File: src/rtl/nes_pkg.sv
// Shared state encoding, button indices and bundles for the NES pad poller.
package nes_pkg;

  typedef enum logic [2:0] {
    IDLE_ST,
    LATCH_ST,
    PULSE_HI_ST,
    PULSE_LO_ST,
    DONE_ST
  } nes_state_t;

  localparam int NES_BITS = 8;

  localparam logic [2:0] BTN_A      = 3'd0;
  localparam logic [2:0] BTN_B      = 3'd1;
  localparam logic [2:0] BTN_SELECT = 3'd2;
  localparam logic [2:0] BTN_START  = 3'd3;
  localparam logic [2:0] BTN_UP     = 3'd4;
  localparam logic [2:0] BTN_DOWN   = 3'd5;
  localparam logic [2:0] BTN_LEFT   = 3'd6;
  localparam logic [2:0] BTN_RIGHT  = 3'd7;

  typedef struct packed {
    logic b;
    logic a;
  } ab_t;

endpackage

File: src/rtl/nes_step_gen.sv
// Turns A/B of each decoded frame into a count direction and a one-cycle step.
// NES_AUTOREPEAT_EN adds a held-button auto-repeat every REPEAT_FRAMES frames.
module nes_step_gen
  import nes_pkg::*;
#(
  parameter int REPEAT_FRAMES = 8
) (
  input  logic clock,
  input  logic resetN,
  input  logic frame_valid,
  input  ab_t  ab,
  output logic ud,
  output logic count_step
);

  if (REPEAT_FRAMES < 1) begin : g_bad_repeat
    $error("REPEAT_FRAMES must be >= 1");
  end

  logic step_req;
  logic ud_q, ud_d;
  logic step_q, step_d;
  logic prev_q, prev_d;

  assign step_req = ab.a ^ ab.b;

`ifdef NES_AUTOREPEAT_EN
  localparam int RW = $clog2(REPEAT_FRAMES + 1);
  localparam logic [RW-1:0] REP_LAST = RW'(REPEAT_FRAMES - 1);

  logic [RW-1:0] rep_q, rep_d;

  always_comb begin
    ud_d   = ud_q;
    step_d = 1'b0;
    prev_d = prev_q;
    rep_d  = rep_q;
    if (frame_valid) begin
      ud_d   = ab.a & ~ab.b;
      prev_d = step_req;
      if (!step_req) begin
        rep_d = '0;
      end else if (!prev_q) begin
        step_d = 1'b1;
        rep_d  = '0;
      end else if (rep_q == REP_LAST) begin
        step_d = 1'b1;
        rep_d  = '0;
      end else begin
        rep_d = rep_q + 1'b1;
      end
    end
  end

  always_ff @(posedge clock) begin
    if (!resetN) rep_q <= '0;
    else         rep_q <= rep_d;
  end
`else
  always_comb begin
    ud_d   = ud_q;
    step_d = 1'b0;
    prev_d = prev_q;
    if (frame_valid) begin
      ud_d   = ab.a & ~ab.b;
      prev_d = step_req;
      step_d = step_req & ~prev_q;
    end
  end
`endif

  always_ff @(posedge clock) begin
    if (!resetN) begin
      ud_q   <= 1'b0;
      step_q <= 1'b0;
      prev_q <= 1'b0;
    end else begin
      ud_q   <= ud_d;
      step_q <= step_d;
      prev_q <= prev_d;
    end
  end

  assign ud         = ud_q;
  assign count_step = step_q;

endmodule

File: src/rtl/nes_pad_sequencer.sv
// NES controller poller: latch/pulse sequencing, serial capture, frame publish.
// Optional NES_AUTOREPEAT_EN enables auto-repeat steps in nes_step_gen.
module nes_pad_sequencer
  import nes_pkg::*;
#(
  parameter int LATCH_CYCLES  = 12,
  parameter int HALF_CYCLES   = 6,
  parameter int POLL_CYCLES   = 1000,
  parameter int REPEAT_FRAMES = 8
) (
  input  logic                clock,
  input  logic                resetN,
  input  logic                nesData,
  output logic                nesLatch,
  output logic                nesPulse,
  output logic [NES_BITS-1:0] buttons,
  output logic                frameValid,
  output logic                ud,
  output logic                countStep
);

  localparam int PMAX =
    (LATCH_CYCLES > HALF_CYCLES) ? LATCH_CYCLES : HALF_CYCLES;
  localparam int PW = $clog2(PMAX);
  localparam int CW = $clog2(POLL_CYCLES);

  localparam logic [PW-1:0] LATCH_LAST = PW'(LATCH_CYCLES - 1);
  localparam logic [PW-1:0] HALF_LAST  = PW'(HALF_CYCLES - 1);
  localparam logic [CW-1:0] POLL_LAST  = CW'(POLL_CYCLES - 1);

  nes_state_t          state_q, state_d;
  logic [PW-1:0]       phase_q, phase_d;
  logic [CW-1:0]       poll_q, poll_d;
  logic [2:0]          bit_q, bit_d;
  logic [NES_BITS-1:0] shift_q, shift_d;
  logic [NES_BITS-1:0] btn_q, btn_d;
  logic                fv_q, fv_d;
  logic                phase_end;
  ab_t                 ab;

  assign phase_end = (state_q == LATCH_ST) ? (phase_q == LATCH_LAST)
                                           : (phase_q == HALF_LAST);

  always_ff @(posedge clock) begin
    if (!resetN) state_q <= LATCH_ST;
    else         state_q <= state_d;
  end

  always_comb begin
    state_d = state_q;
    unique case (state_q)
      LATCH_ST:    if (phase_end) state_d = PULSE_HI_ST;
      PULSE_HI_ST: if (phase_end) state_d = PULSE_LO_ST;
      PULSE_LO_ST: if (phase_end)
                     state_d = (bit_q == 3'd6) ? DONE_ST : PULSE_HI_ST;
      DONE_ST:     state_d = IDLE_ST;
      IDLE_ST:     if (poll_q == POLL_LAST) state_d = LATCH_ST;
      default:     state_d = LATCH_ST;
    endcase
  end

  // The controller latch is held off while reset is asserted so the pad
  // never sees a latch during reset, yet rises as soon as reset lifts.
  always_comb begin
    nesLatch = resetN && (state_q == LATCH_ST);
    nesPulse = (state_q == PULSE_HI_ST);
  end

  always_comb begin
    phase_d = phase_q + 1'b1;
    if (state_d != state_q || state_q == IDLE_ST) phase_d = '0;

    poll_d = poll_q;
    if (state_d == LATCH_ST && state_q != LATCH_ST) poll_d = '0;
    else if (poll_q != POLL_LAST)                   poll_d = poll_q + 1'b1;

    shift_d = shift_q;
    bit_d   = bit_q;
    if (phase_end && state_q == LATCH_ST) begin
      shift_d[0] = nesData;
      bit_d      = '0;
    end else if (phase_end && state_q == PULSE_LO_ST) begin
      shift_d[bit_q + 3'd1] = nesData;
      bit_d                 = bit_q + 3'd1;
    end

    btn_d = btn_q;
    fv_d  = (state_q == DONE_ST);
    if (state_q == DONE_ST) btn_d = ~shift_q;
  end

  always_ff @(posedge clock) begin
    if (!resetN) begin
      phase_q <= '0;
      poll_q  <= '0;
      bit_q   <= '0;
      shift_q <= '0;
      btn_q   <= '0;
      fv_q    <= 1'b0;
    end else begin
      phase_q <= phase_d;
      poll_q  <= poll_d;
      bit_q   <= bit_d;
      shift_q <= shift_d;
      btn_q   <= btn_d;
      fv_q    <= fv_d;
    end
  end

  assign buttons    = btn_q;
  assign frameValid = fv_q;
  assign ab         = '{a: btn_q[BTN_A], b: btn_q[BTN_B]};

  nes_step_gen #(
    .REPEAT_FRAMES(REPEAT_FRAMES)
  ) u_step (
    .clock      (clock),
    .resetN     (resetN),
    .frame_valid(fv_q),
    .ab         (ab),
    .ud         (ud),
    .count_step (countStep)
  );

endmodule
File: config.mk
export PLATFORM = sky130hd
export DESIGN_NAME = nes_pad_sequencer
export DESIGN_NICKNAME = d
export VERILOG_FILES = /design/src/rtl/nes_pkg.sv /design/src/rtl/nes_step_gen.sv /design/src/rtl/nes_pad_sequencer.sv
export SDC_FILE = /design/constraint.sdc
export NUM_CORES = 1
export LEC_CHECK = 0
export CORE_UTILIZATION = 44
export CTS_CLUSTER_SIZE = 16
export DETAILED_ROUTE_END_ITERATION = 8
export PLACE_DENSITY_LB_ADDON = 0.08
export SLEW_MARGIN = 30
export SYNTH_ARGS = -nofsm -noshare
export SYNTH_HDL_FRONTEND = slang
export SYNTH_SLANG_ARGS = --single-unit
File: constraint.sdc
create_clock -name clock -period 3.18 [get_ports clock]
set_clock_uncertainty 0.15 [all_clocks]
set_input_delay 0.795 -clock clock [delete_from_list [all_inputs] [get_ports clock]]
set_output_delay 0.795 -clock clock [all_outputs]
set_load 0.02 [all_outputs]
Word-level counts from Yosys, hierarchy flattened:

Cells that the tools add are included.

* memories: 0
* output and inout bits: 13
* bits of input ports: 3
* memory bits (writable): 0
* logic and storage cells: 61
* bits in read-only memories: 0
* latch bits: 0
* flip-flop bits (word level): 40

* $lt $le $gt $ge: 2
* add/sub/neg operators: 3
* reduce and logical (&&, ||, !) cells: 13
* bitwise gates (word level): 8
* muxes and demuxes: 12
* shifts and indexed selects: 0
* multiply operators: 0
* equal/unequal tests: 12
* div/mod/pow operators: 0

Operators by type and width (number)
* $mux 3: 5
* $pmux 3 s5: 1
* $add 10x1->10 const B: 1
* $eq 10x10->1 const B: 1
* $ne 10x10->1 const B: 1
* $bwmux 8: 1
* $not 8->8: 1
* $eq 3x1->1 const B: 2
* $eq 3x2->1 const B: 2
* $eq 3x3->1 const B: 2
* $reduce_or 2->1: 3
* $logic_and 1x1->1: 5
* $add 4x1->4 const B: 1
* $eq 4x3->1 const B: 1
* $eq 4x4->1 const B: 1
* $lt 3x4->1 const B: 1
* $mux 1: 4
* $not 1->1: 4
* $reduce_and 2->1: 2
* $add 3x1->3 const B: 1
* $demux 1 s3: 1
* $ge 3x1->1 const B: 1
* $logic_not 3->1: 1
* $ne 3x1->1 const B: 1
* 5 further kinds: 6

Depth between registers and ports, before layout:

Gate-level depths: netlist of the first run.

* word-level depth: 8
* mapped depth: 7

By module:

From an unflattened synthesis of the first run, not the netlist that was laid out.

* cells, all modules: 193
* area, all modules: 1831.8 um2

By module, submodules not included
* nes_pad_sequencer: area each 1715.4 um2, instances 1, cells each 183, sequential area each 740.7 um2
* nes_step_gen: area each 116.4 um2, instances 1, cells each 10, sequential area each 60.1 um2

Least setup slack after synthesis of the first run:

No wires, ideal clock.

* kind: input to output
* start point: in resetN
* end point: out nesLatch
* cell stages on the path: 2
* data required time: 2235 ps
* setup slack: 1049 ps
* data arrival time: 1186 ps
* path buffers: 0
* cells stage by stage: nand2b_1 > nor2_1

* longest elaborated chain between the ends: 1

Ends and longest elaborated chain
* start, declared: RTL line nes_pad_sequencer.sv:12 `input logic resetN,`
* $logic_and 1x1->1: RTL line nes_pad_sequencer.sv:65 `nesLatch = resetN && (state_q == LATCH_ST);`
* end, declared: RTL line nes_pad_sequencer.sv:14 `output logic nesLatch,`

No other way between the ends.

Worst setup path in the final report of the first run:

Same ends and word-level chain as after synthesis.

==> results of run 1 <==
-- critical path: stages --
cell,delay (ns)
clkdlybuf4s50_1,0.48
nand2b_1,0.11
nor2_1,0.12
clkdlybuf4s50_1,0.60
-- state kept, by name (all words and copies together), names as in the netlist, 3 cells and up --
register	count
poll_q	10
phase_q	4
buttons	8
bit_q	3
shift_q	8
state_q	3
-- cell families after synthesis --
| family | share of synthesized area (%) |
|---|---|
| buf+inv | 3.88 |
| compound gates | 11.4 |
| simple gates | 26.0 |
| fa+ha+maj | 3.53 |
| flops | 45.2 |
| xor+xnor | 5.44 |
| mux | 4.52 |
-- cells in the final DEF (no fill, tap or decap), types with 2 or more instances in the layout --
cell type	instances
dfxtp_1	40
nor2_1	35
nand2_1	18
clkdlybuf4s50_1	15
a211oi_1	11
nand3_1	9
mux2i_1	8
inv_1	7
a21oi_1	7
xnor2_1	6
nand2b_1	5
nor3_1	5
xor2_1	5
ha_1	5
clkbuf_8	5
or3_1	3
o21ai_0	3
nand4_1	3
o21a_1	2
o31ai_1	2
and2_1	2
and3_1	2
-- where the power goes --
group / internal [mW] / leakage (nW) / switching, mW
Clock: 0.233 / 0.0552 / 0.170
Sequential: 0.507 / 0.323 / 0.00705
Combinational: 0.0140 / 0.393 / 0.0189
-- layer usage --
layer	track usage (%)	vias to the layer above	routed length, um	share of wire (%)
met5	0	-	0	0
met2	27.1	25	1370	43
met4	9.78	0	78	2.4
met1	22.3	621	1650	51
met3	4.17	8	104	3.3
li1	-	719	-	-
-- cell type report --
type,instances,share of cell area [%]
clock buffers,6,3.53
clock inverters,2,1.71
inverters,7,1.28
multi-input cells,145,43.9
flip-flops and latches,40,39.0
well taps,48,2.92
repair buffers,16,7.67
-- final timing paths --
kind                 startpoint                end  slack (ns)  depth (start not counted)
setup / recovery         resetN           nesLatch        0.14                          4
hold / removal    u_step.prev_q  u_step.count_step        0.28                          1
setup reg to reg      poll_q[0]          poll_q[2]        1.27                          5
hold reg to reg   u_step.prev_q  u_step.count_step        0.28                          1
-- through the flow --
stage	total power, mW	cells	hold slack, ns	instance area (sq um)
3_5_place_dp	0.559	256	0.271	1950
4_1_cts	0.961	264	0.282	2050
6_report	0.950	264	0.278	2050
5_1_grt	0.986	264	0.301	2050
3_3_place_gp	0.557	256	0.263	1950
2_1_floorplan	0.547	201	0.249	1770
==> metrics.md, run 1 <==
| Metric | Value |
|---|---|
| Critical path capture point type | `output pin` |
| Starting Density | `47.0%` |
| First-pass GRT wire length | `5730 um` |
| Top cell type's share of synthesized area | `45.2%` |
| Num CTS Buffers | `5` |
| Fill count | `356` |
| Post-synthesis cell type count | `37` |
| Fmax | `329 MHz` |
| H-tree depth | `2` |
| Synth Instances | `201` |
| Flops & latches, synth | `40` |
| Worst-Margin Slew | `0.544 ns` |
| Post-Syn Nets | `209` |
| Final hold violation count | `0` |
| Nets | `223` |
| Clk pin slew, worst setup/hold paths | `0.08 ns` |
| Syn Area/Cell | `8.81 sq um` |
| DPL Wire Length | `2250 um` |
| Post-synth ARST share | `0%` |
| Seq. cell area | `801 sq um` |
| Post-CTS setup buffers | `0` |
| # rows | `22` |
| Commonest cells post-synth | `dfxtp_1 (40), nor2_1 (35), nand2_1 (18)` |
| TritonRoute pass-1 iters | `4` |
| CP max FO | `4` |
| Initial DRC Count | `79` |
| Largest cells by area after synthesis | `dfxtp_1 (45%), nor2_1 (7.4%), a211oi_1 (4.7%)` |
| CTS tree | `done` |
| Max Cap Violations | `0` |
| GRT Residual Overflow | `0` |
| Skew-Pair Late Insertion Delay | `0.29 ns` |
| Number of global-route vias before repair | `1,309` |
| Setup crit start kind | `input port` |
| Tcrit/Tclk final | `95.7%` |
| DRT Wirelength | `3200 um` |
| Layout area overhead | `16.0%` |
| Dpl ws | `0.137 ns` |
| WL per Instance | `12.1 um` |
| Max Transition Viols Final | `0` |
| Critical Path AT | `2.10 ns` |
| I/O Buffers | `15` |
| Vias per Instance | `5.20` |
| Final Setup Violations | `0` |
| Crit path time final | `3.04 ns` |
| Initial antenna violation count | `0` |
| Area occupied by multi-input gates | `902 sq um` |
| Syn Std Cell Area | `0.00177 sq mm` |
| CP Class | `input port to output pin` |
| Inserted Diodes | `0` |
| Clk sinks | `40` |
| Share of post-route cells with drive strength above 1 | `5.56%` |
| Ys Warns | `0` |
| WP data required | `2.23 ns` |
| Residual DRC | `0` |
| Power Dens Cells | `463 mW/mm^2` |
| Chip Height | `65.5 um` |
| RSZ-0062 raised after global routing | `false` |
| Max clock buf depth | `2` |
| Post-synthesis sequential area ratio | `45.2%` |
| Root Driver | `clkbuf_8` |
| Min-delay worst type | `flop to flop` |
| Top FF cell, synth | `dfxtp_1` |
| Area of the die | `0.00428 sq mm` |
| Max_slew headroom | `63.5%` |
| Io pins | `16` |
| Die Width | `65.5 um` |
| Post-synth EDFFs | `0` |
| Max rail drop VDD | `0.211 mV` |
| Final ANT Viol Nets | `0` |
| Status | `complete, no violations` |
| Core ar. | `0.00377 sq mm` |
| Final WS setup | `0.138 ns` |
| LEAKAGE | `0.772 nW` |
| Post-layout util | `54.5%` |
| Yosys top cell by area | `dfxtp_1` |
| Pin count of the biggest net entering global routing | `17` |
| Gpl congestion | `0.872` |
| GRT Overall Usage | `17.5%` |
| Count leader, synth | `dfxtp_1` |
| Hold_buf cts | `0` |
| Setup TNS | `0 ns` |
| Post-CTS sizing | `0` |
| Via count | `1,373` |
(Power assumes the default switching activity.)
==> run 2: changes to the inputs <==
Clock period 3.18 ns to 3.8 ns, I/O delays scaled along.
==> metrics.md, run 2 (same netlist as run 1, synthesis figures left out) <==
| Metric | Value |
|---|---|
| Skew-Pair Late Insertion Delay | `0.29 ns (about the same)` |
| Residual DRC | `0 (unchanged)` |
| Vias per Instance | `5.24 (+0.73%)` |
| Final hold violation count | `0 (unchanged)` |
| Num CTS Buffers | `5 (unchanged)` |
| Starting Density | `47.0% (unchanged)` |
| Post-CTS setup buffers | `0 (unchanged)` |
| Critical path capture point type | `output pin` |
| RSZ-0062 raised after global routing | `false` |
| Fmax | `297 MHz` |
| Die Width | `65.5 um (unchanged)` |
| CP Buf/Inv Count | `2 (unchanged)` |
| Inserted Diodes | `0 (unchanged)` |
| I/O Buffers | `15 (unchanged)` |
| Hold_buf cts | `0 (unchanged)` |
| Core ar. | `0.00377 sq mm (unchanged)` |
| Worst r2r path cells | `5 (unchanged)` |
| Fill count | `328 (-7.9%)` |
| Root Driver | `clkbuf_8` |
| Max rail drop VDD | `0.229 mV (+8.5%)` |
| Top reg by flops | `poll_q` |
| Clk sinks | `40 (unchanged)` |
| First-pass GRT wire length | `5710 um (-0.24%)` |
| Slowest CP cell | `clkdlybuf4s50_1` |
| Max_slew headroom | `63.2% (-0.24 points)` |
| Area of the die | `0.00428 sq mm (unchanged)` |
| CTS tree | `done` |
| DPL Wire Length | `2320 um (+3.2%)` |
| Max Transition Viols Final | `0 (unchanged)` |
| Slowest cell delay on critical path | `0.60 ns (about the same)` |
| Initial antenna violation count | `0 (unchanged)` |
| Final instance area | `0.00205 sq mm (unchanged)` |
| Share of post-route cells with drive strength above 1 | `5.56% (unchanged)` |
| Power Dens Cells | `387 mW/mm^2 (-16%)` |
| Clk pin slew, worst setup/hold paths | `0.07 ns (about the same)` |
| Setup TNS | `0 ns (unchanged)` |
| TritonRoute pass-1 iters | `4 (unchanged)` |
| Chip Height | `65.5 um (unchanged)` |
| WL per Instance | `12.5 um (+3.0%)` |
| WP data required | `2.70 ns (+0.47 ns)` |
| Levels on crit path | `4 (unchanged)` |
| Worst-Margin Slew | `0.547 ns (+0.00357 ns)` |
| GRT Overall Usage | `17.5% (about the same)` |
| Layout Cells excl Fill | `264 (unchanged)` |
| # rows | `22 (unchanged)` |
| Via count | `1,383 (+0.73%)` |
| Placed insts | `256 (unchanged)` |
| Nets | `223 (unchanged)` |
| Status | `complete, no violations` |
| Post-CTS sizing | `0 (unchanged)` |
| Most frequent cells in the layout | `dfxtp_1 (40), nor2_1 (35), nand2_1 (18), clkdlybuf4s50_1 (15), a211oi_1 (11)` |
| Kind of cell adding the most delay to the critical path | `buffers and inverters` |
| Max Cap Violations | `0 (unchanged)` |
| Max reg flops | `10 (unchanged)` |
| Max clock buf depth | `2 (unchanged)` |
| H-tree depth | `2 (unchanged)` |
| Tcrit/Tclk final | `88.5%` |
| Min-delay worst type | `flop to flop` |
| LEAKAGE | `0.772 nW (unchanged)` |
| Number of global-route vias before repair | `1,290 (-1.5%)` |
| Initial DRC Count | `52 (-34%)` |
| Io pins | `16 (unchanged)` |
| Final ANT Viol Nets | `0 (unchanged)` |
| Gpl congestion | `0.843 (-3.3%)` |
| Critical path's most frequent cell | `clkdlybuf4s50_1` |
| GRT Residual Overflow | `0 (unchanged)` |
| CP max FO | `4 (unchanged)` |
| Instance area after placement | `0.00195 sq mm (unchanged)` |
| Crit path time final | `3.36 ns` |
| CP Class | `input port to output pin` |
| Setup crit start kind | `input port` |
| Most common cell after layout, fill and taps aside | `dfxtp_1` |
| Layout area overhead | `16.0% (unchanged)` |
| Hold Crit Depth | `1 (unchanged)` |
| DRT Wirelength | `3300 um (+3.0%)` |
| Pin count of the biggest net entering global routing | `17 (unchanged)` |
| Critical Path AT | `2.26 ns (+0.16 ns)` |
| Final Setup Violations | `0 (unchanged)` |
| CP cell instances | `clkdlybuf4s50_1, nand2b_1, nor2_1, clkdlybuf4s50_1` |
-- run 2: cell counts in the layout (fill, tap and decap cells not counted) --
Identical to the previous run, type by type.
-- run 2: layout make-up --
class	count	area, sq um	share of cell area [%]
clock buffer	6	72.6	3.53
multi-input combinational	145	902	43.9
inverter	7	26.3	1.28
tap	48	60.1	2.92
clock inverter	2	35.0	1.71
timing repair buffer	16	158	7.67
sequential	40	801	39.0
-- run 2: path summary, 6_finish.rpt --
check        slack (ns)           endpoint     startpoint
max                0.44           nesLatch         resetN
min                0.29  u_step.count_step  u_step.prev_q
max reg2reg        1.90          poll_q[2]      poll_q[0]
min reg2reg        0.29  u_step.count_step  u_step.prev_q
-- run 2: metal layers --
metal | vias up | track usage [%] | part of all wire, %
met4 | 0 | 6.52 | 1.0
li1 | 720 | - | -
met1 | 633 | 21.3 | 50
met5 | - | 0 | 0
met3 | 4 | 5.73 | 3.5
met2 | 26 | 28.6 | 45
-- run 2: report_power, final --
group	switching, mW	leakage (nW)	internal, mW
clock	0.142	0.0552	0.195
combinational	0.0154	0.393	0.0117
sequential	0.00621	0.323	0.424
-- run 2: per-stage QoR --
stage | hold slack [ns] | total power, mW | util [%] | setup WS (ns)
after floorplan | 0.249 | 0.458 | - | 1.36
after global placement | 0.262 | 0.466 | 51.6 | 0.456
after detailed placement | 0.265 | 0.468 | 51.6 | 0.435
after CTS | 0.278 | 0.803 | 54.5 | 0.422
after global routing | 0.307 | 0.827 | 54.5 | 0.366
final | 0.288 | 0.795 | 54.5 | 0.438
==> run 3: changes to the inputs <==
Settings changed: TNS_END_PERCENT from default to 50.
==> results of run 3 <==
The final DEF is identical to that of run 2; final timing and power are the same.
